--- src/rtl/fare_collector_if.sv ---
// fare_collector_if
//   Groups the passenger-side and dispense-unit-side signals of the fare
//   collector into one bundle.
//   slave  : view used by fare_collector (coin/cancel/completion in,
//            dispense start, credit and status out).
//   master : view used by whatever drives the collector (testbench, panel).
//   Signals:
//     coin_in     coin-present strobe, one cycle per coin
//     coin_val    denomination with coin_in: 00=1, 01=2, 10=5, 11=10
//     cancel      passenger cancel request
//     state_cmp9  ticket-complete pulse from the dispense unit
//     out_RDY9    one-cycle start pulse to the dispense unit
//     credit      current credit, or change/refund units still owed
//     change_out  one pulse per change unit returned
//     refund_out  one pulse per refunded unit
//     coin_reject high for one cycle after a coin arrives outside COLLECT
//     busy        high whenever the controller is not in COLLECT
//     fault       dispense-timeout fault, cleared only by reset
interface fare_collector_if;
    logic       coin_in;
    logic [1:0] coin_val;
    logic       cancel;
    logic       state_cmp9;
    logic       out_RDY9;
    logic [4:0] credit;
    logic       change_out;
    logic       refund_out;
    logic       coin_reject;
    logic       busy;
    logic       fault;

    modport slave (
        input  coin_in, coin_val, cancel, state_cmp9,
        output out_RDY9, credit, change_out, refund_out, coin_reject, busy, fault
    );

    modport master (
        output coin_in, coin_val, cancel, state_cmp9,
        input  out_RDY9, credit, change_out, refund_out, coin_reject, busy, fault
    );
endinterface

--- src/rtl/fare_collector.sv ---
// fare_collector
//   Payment-side controller of the ticket vending machine. Accumulates coin
//   credit against FARE, pulses out_RDY9 to start the dispense unit, waits
//   for state_cmp9, then pays back overpayment one unit per cycle. Also
//   handles passenger cancel, inactivity refund and a dispense-timeout fault.
//   Parameters:
//     FARE          ticket price in credit units (1..15)
//     CMP_TIMEOUT   cycles allowed in WAIT_CMP before FAULT
//     INACT_TIMEOUT coin-free cycles (credit > 0) before automatic refund
//   Ports:
//     clk  rising-edge system clock
//     rst  asynchronous active-low reset
//     bus  fare_collector_if.slave (see interface file for signal list)
module fare_collector #(
    parameter int unsigned FARE          = 9,
    parameter int unsigned CMP_TIMEOUT   = 64,
    parameter int unsigned INACT_TIMEOUT = 200
) (
    input  logic             clk,
    input  logic             rst,
    fare_collector_if.slave  bus
);

    localparam int unsigned CMP_W   = $clog2(CMP_TIMEOUT + 1);
    localparam int unsigned INACT_W = $clog2(INACT_TIMEOUT + 1);

    typedef enum logic [2:0] {
        S_COLLECT,
        S_ISSUE,
        S_WAIT_CMP,
        S_CHANGE,
        S_REFUND,
        S_FAULT
    } state_t;

    state_t               r_state;
    state_t               w_state_nxt;
    logic [4:0]           r_credit;
    logic [4:0]           w_credit_nxt;
    logic [CMP_W-1:0]     r_cmp_cnt;
    logic [CMP_W-1:0]     w_cmp_cnt_nxt;
    logic [CMP_W-1:0]     w_cmp_inc;
    logic [INACT_W-1:0]   r_inact_cnt;
    logic [INACT_W-1:0]   w_inact_cnt_nxt;
    logic [INACT_W-1:0]   w_inact_inc;
    logic                 r_coin_reject;
    logic                 w_coin_reject_nxt;
    logic [4:0]           w_coin_amt;
    logic [4:0]           w_sum;
    logic [4:0]           w_after_fare;

    // State and datapath registers
    always_ff @(posedge clk or negedge rst) begin
        if (!rst) begin
            r_state       <= S_COLLECT;
            r_credit      <= '0;
            r_cmp_cnt     <= '0;
            r_inact_cnt   <= '0;
            r_coin_reject <= 1'b0;
        end else begin
            r_state       <= w_state_nxt;
            r_credit      <= w_credit_nxt;
            r_cmp_cnt     <= w_cmp_cnt_nxt;
            r_inact_cnt   <= w_inact_cnt_nxt;
            r_coin_reject <= w_coin_reject_nxt;
        end
    end

    always_comb begin
        w_coin_amt = 5'd1;
        unique case (bus.coin_val)
            2'b00: w_coin_amt = 5'd1;
            2'b01: w_coin_amt = 5'd2;
            2'b10: w_coin_amt = 5'd5;
            2'b11: w_coin_amt = 5'd10;
            default: w_coin_amt = 5'd1;
        endcase
    end

    // Credit never exceeds FARE-1+10 <= 24 in COLLECT, so 5 bits cannot wrap
    assign w_sum        = r_credit + (bus.coin_in ? w_coin_amt : 5'd0);
    assign w_after_fare = r_credit - 5'(FARE);
    assign w_cmp_inc    = r_cmp_cnt + CMP_W'(1);
    assign w_inact_inc  = r_inact_cnt + INACT_W'(1);

    // Next-state and datapath logic
    always_comb begin
        w_state_nxt       = r_state;
        w_credit_nxt      = r_credit;
        w_cmp_cnt_nxt     = '0;
        w_inact_cnt_nxt   = '0;
        w_coin_reject_nxt = bus.coin_in && (r_state != S_COLLECT);

        unique case (r_state)
            S_COLLECT: begin
                w_credit_nxt = w_sum;
                // Idle timer runs only while some credit is held and no coin arrives
                if (!bus.coin_in && (r_credit != '0)) begin
                    w_inact_cnt_nxt = w_inact_inc;
                end
                // Cancel has priority over reaching the fare
                if (bus.cancel && (w_sum != '0)) begin
                    w_state_nxt     = S_REFUND;
                    w_inact_cnt_nxt = '0;
                end else if (bus.coin_in && (w_sum >= 5'(FARE))) begin
                    w_state_nxt     = S_ISSUE;
                    w_inact_cnt_nxt = '0;
                end else if (!bus.coin_in && (r_credit != '0) &&
                             (w_inact_inc == INACT_W'(INACT_TIMEOUT))) begin
                    w_state_nxt     = S_REFUND;
                    w_inact_cnt_nxt = '0;
                end
            end

            S_ISSUE: begin
                w_state_nxt = S_WAIT_CMP;
            end

            S_WAIT_CMP: begin
                // Completion on the timeout edge still counts as completion
                if (bus.state_cmp9) begin
                    w_credit_nxt = w_after_fare;
                    w_state_nxt  = (w_after_fare != '0) ? S_CHANGE : S_COLLECT;
                end else begin
                    w_cmp_cnt_nxt = w_cmp_inc;
                    if (w_cmp_inc == CMP_W'(CMP_TIMEOUT)) begin
                        w_state_nxt   = S_FAULT;
                        w_cmp_cnt_nxt = '0;
                    end
                end
            end

            S_CHANGE, S_REFUND: begin
                if (r_credit <= 5'd1) begin
                    w_credit_nxt = '0;
                    w_state_nxt  = S_COLLECT;
                end else begin
                    w_credit_nxt = r_credit - 5'd1;
                end
            end

            S_FAULT: begin
                w_state_nxt = S_FAULT;
            end

            default: begin
                w_state_nxt  = S_COLLECT;
                w_credit_nxt = '0;
            end
        endcase
    end

    // Moore outputs decoded from registered state only
    assign bus.out_RDY9    = (r_state == S_ISSUE);
    assign bus.credit      = r_credit;
    assign bus.change_out  = (r_state == S_CHANGE);
    assign bus.refund_out  = (r_state == S_REFUND);
    assign bus.coin_reject = r_coin_reject;
    assign bus.busy        = (r_state != S_COLLECT);
    assign bus.fault       = (r_state == S_FAULT);

endmodule

--- src/flat_wrapper.sv ---
// flat-port wrapper written by rule: the top's interface ports become plain ports
module fare_collector_flat 
#(
    parameter int unsigned FARE          = 9,
    parameter int unsigned CMP_TIMEOUT   = 64,
    parameter int unsigned INACT_TIMEOUT = 200
)
  (clk, rst, bus_coin_in, bus_coin_val, bus_cancel, bus_state_cmp9, bus_out_RDY9, bus_credit, bus_change_out, bus_refund_out, bus_coin_reject, bus_busy, bus_fault);
  fare_collector_if bus_i ();
  input  logic clk;
  input  logic rst;
  input wire logic [$bits(bus_i.coin_in)-1:0] bus_coin_in;
  input wire logic [$bits(bus_i.coin_val)-1:0] bus_coin_val;
  input wire logic [$bits(bus_i.cancel)-1:0] bus_cancel;
  input wire logic [$bits(bus_i.state_cmp9)-1:0] bus_state_cmp9;
  output wire logic [$bits(bus_i.out_RDY9)-1:0] bus_out_RDY9;
  output wire logic [$bits(bus_i.credit)-1:0] bus_credit;
  output wire logic [$bits(bus_i.change_out)-1:0] bus_change_out;
  output wire logic [$bits(bus_i.refund_out)-1:0] bus_refund_out;
  output wire logic [$bits(bus_i.coin_reject)-1:0] bus_coin_reject;
  output wire logic [$bits(bus_i.busy)-1:0] bus_busy;
  output wire logic [$bits(bus_i.fault)-1:0] bus_fault;
  assign bus_i.coin_in = bus_coin_in;
  assign bus_i.coin_val = bus_coin_val;
  assign bus_i.cancel = bus_cancel;
  assign bus_i.state_cmp9 = bus_state_cmp9;
  assign bus_out_RDY9 = bus_i.out_RDY9;
  assign bus_credit = bus_i.credit;
  assign bus_change_out = bus_i.change_out;
  assign bus_refund_out = bus_i.refund_out;
  assign bus_coin_reject = bus_i.coin_reject;
  assign bus_busy = bus_i.busy;
  assign bus_fault = bus_i.fault;
  fare_collector #(.FARE(FARE), .CMP_TIMEOUT(CMP_TIMEOUT), .INACT_TIMEOUT(INACT_TIMEOUT)) u_core (.clk(clk), .rst(rst), .bus(bus_i));
endmodule
--- config.mk ---
export PLATFORM = sky130hd
export DESIGN_NAME = fare_collector_flat
export DESIGN_NICKNAME = d
export VERILOG_FILES = /design/src/rtl/fare_collector_if.sv /design/src/rtl/fare_collector.sv /design/src/flat_wrapper.sv
export SDC_FILE = /design/constraint.sdc
export NUM_CORES = 1
export LEC_CHECK = 0
export CAP_MARGIN = 20
export CORE_ASPECT_RATIO = 1.5
export CORE_MARGIN = 2
export CORE_UTILIZATION = 40
export DETAILED_ROUTE_END_ITERATION = 10
export GPL_TIMING_DRIVEN = 0
export PLACE_DENSITY_LB_ADDON = 0.3
export SYNTH_ARGS = -nofsm -noshare
export SYNTH_HDL_FRONTEND = slang
export SYNTH_SLANG_ARGS = --single-unit
--- constraint.sdc ---
create_clock -name clk -period 3.09 [get_ports clk]
set_input_delay 0.4635 -clock clk [delete_from_list [all_inputs] [get_ports clk]]
set_output_delay 0.4635 -clock clk [all_outputs]
set_load 0.02 [all_outputs]
After elaboration in Yosys (flattened, before gate mapping)
Index checks and enable logic that the tools add are counted.
{"block": "classes", "eq_ne": 14, "n_lt_le_gt_ge": 2, "muxes": 21, "bitwise": 1, "n_reduce_logical": 16, "n_addsub": 5}
{"cell": "8-bit 2-to-1 mux", "n": 5}
{"cell": "5-bit one-hot mux with 4 select lines", "n": 2}
{"cell": "7-bit 2-to-1 mux", "n": 3}
{"cell": "3-bit 2-to-1 mux", "n": 6}
{"cell": "5-bit 2-to-1 mux", "n": 3}
{"cell": "3-bit one-hot mux with 5 select lines", "n": 1}
{"cell": "5-bit nonzero test", "n": 3}
{"cell": "8-bit by 1-bit adder with 8-bit output, second input constant", "n": 1}
{"cell": "8-bit equality test, second input constant", "n": 1}
{"cell": "7-bit by 1-bit adder with 7-bit output, second input constant", "n": 1}
{"cell": "7-bit equality test, second input constant", "n": 1}
{"cell": "3-bit by 2-bit equality test with 1-bit output, second input constant", "n": 2}
{"cell": "3-bit equality test, second input constant", "n": 2}
{"cell": "5-bit adder", "n": 1}
{"cell": "5-bit by 4-bit >= comparator with 1-bit output, second input constant", "n": 1}
{"cell": "5-bit by 1-bit less-or-equal comparator with 1-bit output, second input constant", "n": 1}
{"cell": "1-bit logical AND", "n": 5}
{"cell": "5-bit by 1-bit subtractor with 5-bit output, second input constant", "n": 1}
{"cell": "5-bit by 4-bit subtractor with 5-bit output, second input constant", "n": 1}
{"cell": "2-bit equality test, second input constant", "n": 2}
{"cell": "4-bit by 1-bit != test with 1-bit output, second input constant", "n": 1}
{"cell": "2-bit OR reduction", "n": 2}
{"cell": "3-bit by 1-bit equality test with 1-bit output, second input constant", "n": 1}
{"cell": "3-bit logical NOT", "n": 1}
{"cell": "other kinds (11)", "n": 11}
{"block": "totals", "output_inout_bits": 11, "in_bits": 7, "regBits": 24, "elab_cells": 64}

Depth between registers and ports, before layout
{"block": "logic_depth", "depth_word": 9, "depth_mapped": 9, "mapped_depth_nobuf": 9}

Worst setup path before layout
OpenSTA, ideal clock, no wires.
{"block": "synth_timing", "kind": "reg2reg", "startpoint": "register u_core.r_credit[0], in the netlist u_core.bus.credit[0]", "endpoint": "register u_core.r_state[0]", "path_stages_with_launch": 9, "arrival_ns": 2.386, "period_less_slack_ns": 2.512, "path_slack_ns": 0.578, "setup_ns": 0.126, "path_buffers": 0, "t_required_ns": 2.964, "path_cell_list": "dfrtp_1 > ha_1 > fa_1 > a211oi_2 > o21a_1 > o221ai_1 > a221o_1 > o211ai_1 > o2bb2ai_1"}
{"block": "synth_via", "elab_chain_cells": 6, "elab_cells_between_ends": 19, "classes_between": "add/sub (2); order compare (2); eq/ne (2); mux (5); reduce/logical (8)"}
{"item": "from (decl)", "line_no": "fare_collector.sv:38", "rtl": "logic [4:0] r_credit;"}
{"item": "from (signal assigned)", "line_no": "fare_collector.sv:62", "rtl": "r_credit <= w_credit_nxt;"}
{"item": "5-bit adder", "line_no": "fare_collector.sv:81", "rtl": "assign w_sum = r_credit + (bus.coin_in ? w_coin_amt : 5'd0);"}
{"item": "5-bit by 4-bit >= comparator with 1-bit output", "line_no": "fare_collector.sv:105", "rtl": "end else if (bus.coin_in && (w_sum >= 5'(FARE))) begin"}
{"item": "1-bit logical AND", "line_no": "fare_collector.sv:105"}
{"item": "3-bit 2-to-1 mux", "line_no": "fare_collector.sv:105"}
{"item": "3-bit 2-to-1 mux", "line_no": "fare_collector.sv:102", "rtl": "if (bus.cancel && (w_sum != '0)) begin"}
{"item": "3-bit one-hot mux with 5 select lines", "line_no": "fare_collector.sv:94", "rtl": "unique case (r_state)"}
{"item": "to (signal assigned)", "line_no": "fare_collector.sv:61", "rtl": "r_state <= w_state_nxt;"}
{"item": "to (decl)", "line_no": "fare_collector.sv:36", "rtl": "state_t r_state;"}
Parallel ways exist; a longest one is shown, timed or not.
A chain may end at the register's enable or synchronous reset.

Worst setup path in the final report
{"block": "layout_timing", "startpoint": "input bus_coin_val[0]", "endpoint": "register u_core.r_state[0]"}
{"block": "layout_via", "elab_chain_cells": 9, "elab_cells_between_ends": 16, "classes_between": "add/sub (1); order compare (1); eq/ne (4); mux (5); reduce/logical (5)"}
{"item": "from (decl)", "line_no": "flat_wrapper.sv:13", "rtl": "input wire logic [$bits(bus_i.coin_val)-1:0] bus_coin_val;"}
{"item": "2-bit equality test, or another cell as far along", "line_no": "fare_collector.sv:71", "rtl": "unique case (bus.coin_val)"}
{"item": "5-bit one-hot mux with 4 select lines *", "line_no": "fare_collector.sv:71"}
{"item": "5-bit 2-to-1 mux *", "line_no": "fare_collector.sv:81"}
{"item": "5-bit adder *", "line_no": "fare_collector.sv:81"}
{"item": "5-bit by 4-bit >= comparator with 1-bit output", "line_no": "fare_collector.sv:105"}
{"item": "1-bit logical AND", "line_no": "fare_collector.sv:105"}
{"item": "3-bit 2-to-1 mux", "line_no": "fare_collector.sv:105"}
{"item": "3-bit 2-to-1 mux", "line_no": "fare_collector.sv:102"}
{"item": "3-bit one-hot mux with 5 select lines", "line_no": "fare_collector.sv:94"}
Every way passes the cells marked *; elsewhere a longest branch is shown, timed or not. The select of a mux whose other input is x is not followed.

==> flow_metrics.tcl <==
set metrics [dict create \
    ir_drop_mv 0.395 \
    setup_tns_ns 0 \
    synth_nets 236 \
    core_um2 4470 \
    gp_congestion 0.870 \
    clock_latency_ns 0.27 \
    drt_iter0_markers 41 \
    synthDominantCellAreaShare 0.326 \
    fin_crit_sh 0.927 \
    fin_crit_ns 2.86 \
    cts_tree "yes" \
    fin_util 0.483 \
    htreeDepth 1 \
    async_flop_share 1.00 \
    antenna_found_initial 0 \
    final.setup_skew_ns 0.00412 \
    instances_no_fill 287 \
    diodes 0 \
    cts.sinks 24 \
    avgViaCountPerCell 5.98 \
    p_per_area_nw_per_um2 768 \
    dieHeight_um 87.1 \
    port_buffers 17 \
    drv_slew 0 \
    placed_cells 283 \
    hold_viol 0 \
    ant_nets 0 \
    die_x_um 59.4 \
    final_nets 259 \
    critPathMaxFanout 4 \
    grt_pass1_vias 1579 \
    worst_slew_pin_slew_ns 0.616 \
    dr.pass1.iters 4 \
    placed_area_um2 2100 \
    clock_path_buffers 2 \
    endpoint_kind "register" \
    grt_pass1_wl_um 7160 \
    wire_per_inst_um 15.6 \
    critPathRequiredTime_ns 3.25 \
    drc_errors 0 \
    cap_violations 0 \
    overflow 0 \
    final.fill_count 448 \
    area.growth.synth_to_final_pct 17.1 \
    setup-violations-final 0 \
    yosys_most_used_dff "dfrtp_1" \
    ys_ff_latch 24 \
    grt_max_degree 18 \
    wl_um 4470 \
    slowest_delay_ns 0.49 \
    worstSetupPathType "in -> reg" \
    syn_area_per_cell_um2 8.49 \
    synth_cells 217 \
    synth_top_cell_by_area "dfrtp_1" \
    synth_cell_types 48 \
    path_cells "clkdlybuf4s50_1 > nor2b_1 > ha_1 > fa_1 > a211oi_2 > o21a_1 > o221ai_1 > a221o_1 > o211ai_1 > o2bb2ai_1" \
    die_area_um2 5180 \
    num_vias 1715 \
    cts_buffers 3 \
    cpMaxStageDelayCell "clkdlybuf4s50_1" \
    hpwlAfterDp_um 3410 \
    fmax_ghz 0.349 \
    status "finished clean" \
    drive_above_1_share 0.0377 \
    num_io_pins 18 \
    hold_class "in -> async" \
    cp-start-kind "input pin" \
    start_util 0.413 \
    netlist_area_um2 1840 \
    yosysSeqAreaShare 0.326 \
    synth.area.top_cells "dfrtp_1, ha_1, nor2_1" \
    p_leak_nw 0.886 \
    total_power_mw 1.66 \
    synth_edf_count 0 \
    cts_root_buffer "clkbuf_8" \
    stdcell_area_um2 2160 \
    synth_warnings 0 \
    track_usage 0.181 \
    clkTransAtPathRegs_ns 0.09 \
    row_count 30 \
    slew_headroom 0.586 \
    rsz0062_at_grt "false" \
    crit_arrival_ns 3.02 \
]
## worst paths after layout
check / from / endpoint / slack (ns) / cells after the start
setup / recovery: bus_coin_val[0] / u_core.r_state[0] / 0.23 / 10
hold / removal: rst / u_core.r_inact_cnt[2] / 0.51 / 1
setup reg to reg: u_core.bus.credit[0] / u_core.r_state[0] / 0.41 / 8
hold reg to reg: u_core.r_inact_cnt[0] / u_core.r_inact_cnt[0] / 0.53 / 1
max in group asynchronous: rst / u_core.r_inact_cnt[7] / 2.14 / 2
min in group clk: u_core.r_inact_cnt[0] / u_core.r_inact_cnt[0] / 0.53 / 1
## state kept, by name, indices dropped and copies added (netlist names)
register                cells
u_core.r_state              3
u_core.r_cmp_cnt            7
u_core.r_inact_cnt          8
u_core.bus.coin_reject      1
u_core.bus.credit           5
## layer usage
metal	GRT usage	routed length, um	up-vias
met3	0.00743	183	11
met5	0	0	-
li1	-	-	837
met2	0.334	2350	46
met4	0.0888	125	0
met1	0.205	1810	821
## synthesized netlist by cell type (all sizes together) (4+ instances only)
cell,instances
ha,11
xnor2,7
a211oi,4
nor2,26
inv,9
dfrtp,24
o21ai,13
nand2,14
o2bb2ai,4
o31ai,4
nor3,7
and2,8
clkbuf,6
xor2,6
nor2b,7
a21oi,9
nand4,4
nand3b,4
and3,4
nand3,8
## final cells by class
cell class | count | area (um^2) | area share
inverters | 9 | 33.8 | 0.0157
multi-input cells | 176 | 1180 | 0.545
flip-flops and latches | 24 | 601 | 0.278
well taps | 48 | 60.1 | 0.0278
plain buffers | 8 | 32.5 | 0.0151
clock buffers | 4 | 55.1 | 0.0255
repair buffers | 18 | 200 | 0.0928
## report_power, final
group	internal [mW]	switching (mW)	total, mW	leakage (nW)
registers	0.369	0.0988	0.467	0.324
clock network	0.114	0.104	0.218	0.0288
logic	0.413	0.559	0.972	0.533
total	0.895	0.762	1.66	0.886
## critical path: cells and delay by family
family | cells | cell delay [ns]
simple gates | 1 | 0.06
buf+inv | 1 | 0.49
compound gates | 6 | 1.37
fa+ha+maj | 2 | 0.64
## cell usage in the layout (no fill, tap or decap), drive strengths merged, types with 2 or more instances in the layout
cell           Yosys  final
a211oi             4      4
a21oi              9      9
a221o              2      2
a22oi              3      3
a41oi              2      2
and2               8      8
and3               4      4
buf                2      3
clkbuf             6     10
clkdlybuf4s50      0     16
dfrtp             24     24
ha                11     11
inv                9      9
nand2             14     14
nand2b             2      2
nand3              8      8
nand3b             4      4
nand4              4      4
nor2              26     26
nor2b              7      7
nor3               7      7
nor3b              2      2
nor4b              2      2
o211ai             3      3
o21a               2      2
o21ai             13     13
o22ai              2      2
o2bb2ai            4      4
o31ai              4      4
xnor2              7      7
xor2               6      6
## through the flow
stage / hold WS [ns] / worst slack, ns
global placement: 0.497 / -0.177
floorplan: 0.168 / 0.578
finish: 0.508 / 0.227
detailed placement: 0.522 / -0.242
CTS: 0.521 / 0.0514
global route: 0.522 / 0.0619
## logic make-up (layout without fill, tap and decap cells)
logic type | count (synthesis) | count (layout) | share of synthesized area
and+or+nand+nor | 94 | 94 | 0.274
muxes | 1 | 1 | 0.00543
DFF | 24 | 24 | 0.326
buffers and inverters | 17 | 39 | 0.0360
adders and majority gates | 12 | 12 | 0.0855
AOI/OAI and AO/OA | 56 | 56 | 0.212
xor gates and xnor gates | 13 | 13 | 0.0618
## repair_timing
action	4_1_cts	5_1_grt
setup endpoints to repair	0	10
hold buffers	0	0
gates resized for setup	0	1
buffers inserted	0	0
No activity file was read; power rests on OpenSTA's default activity.
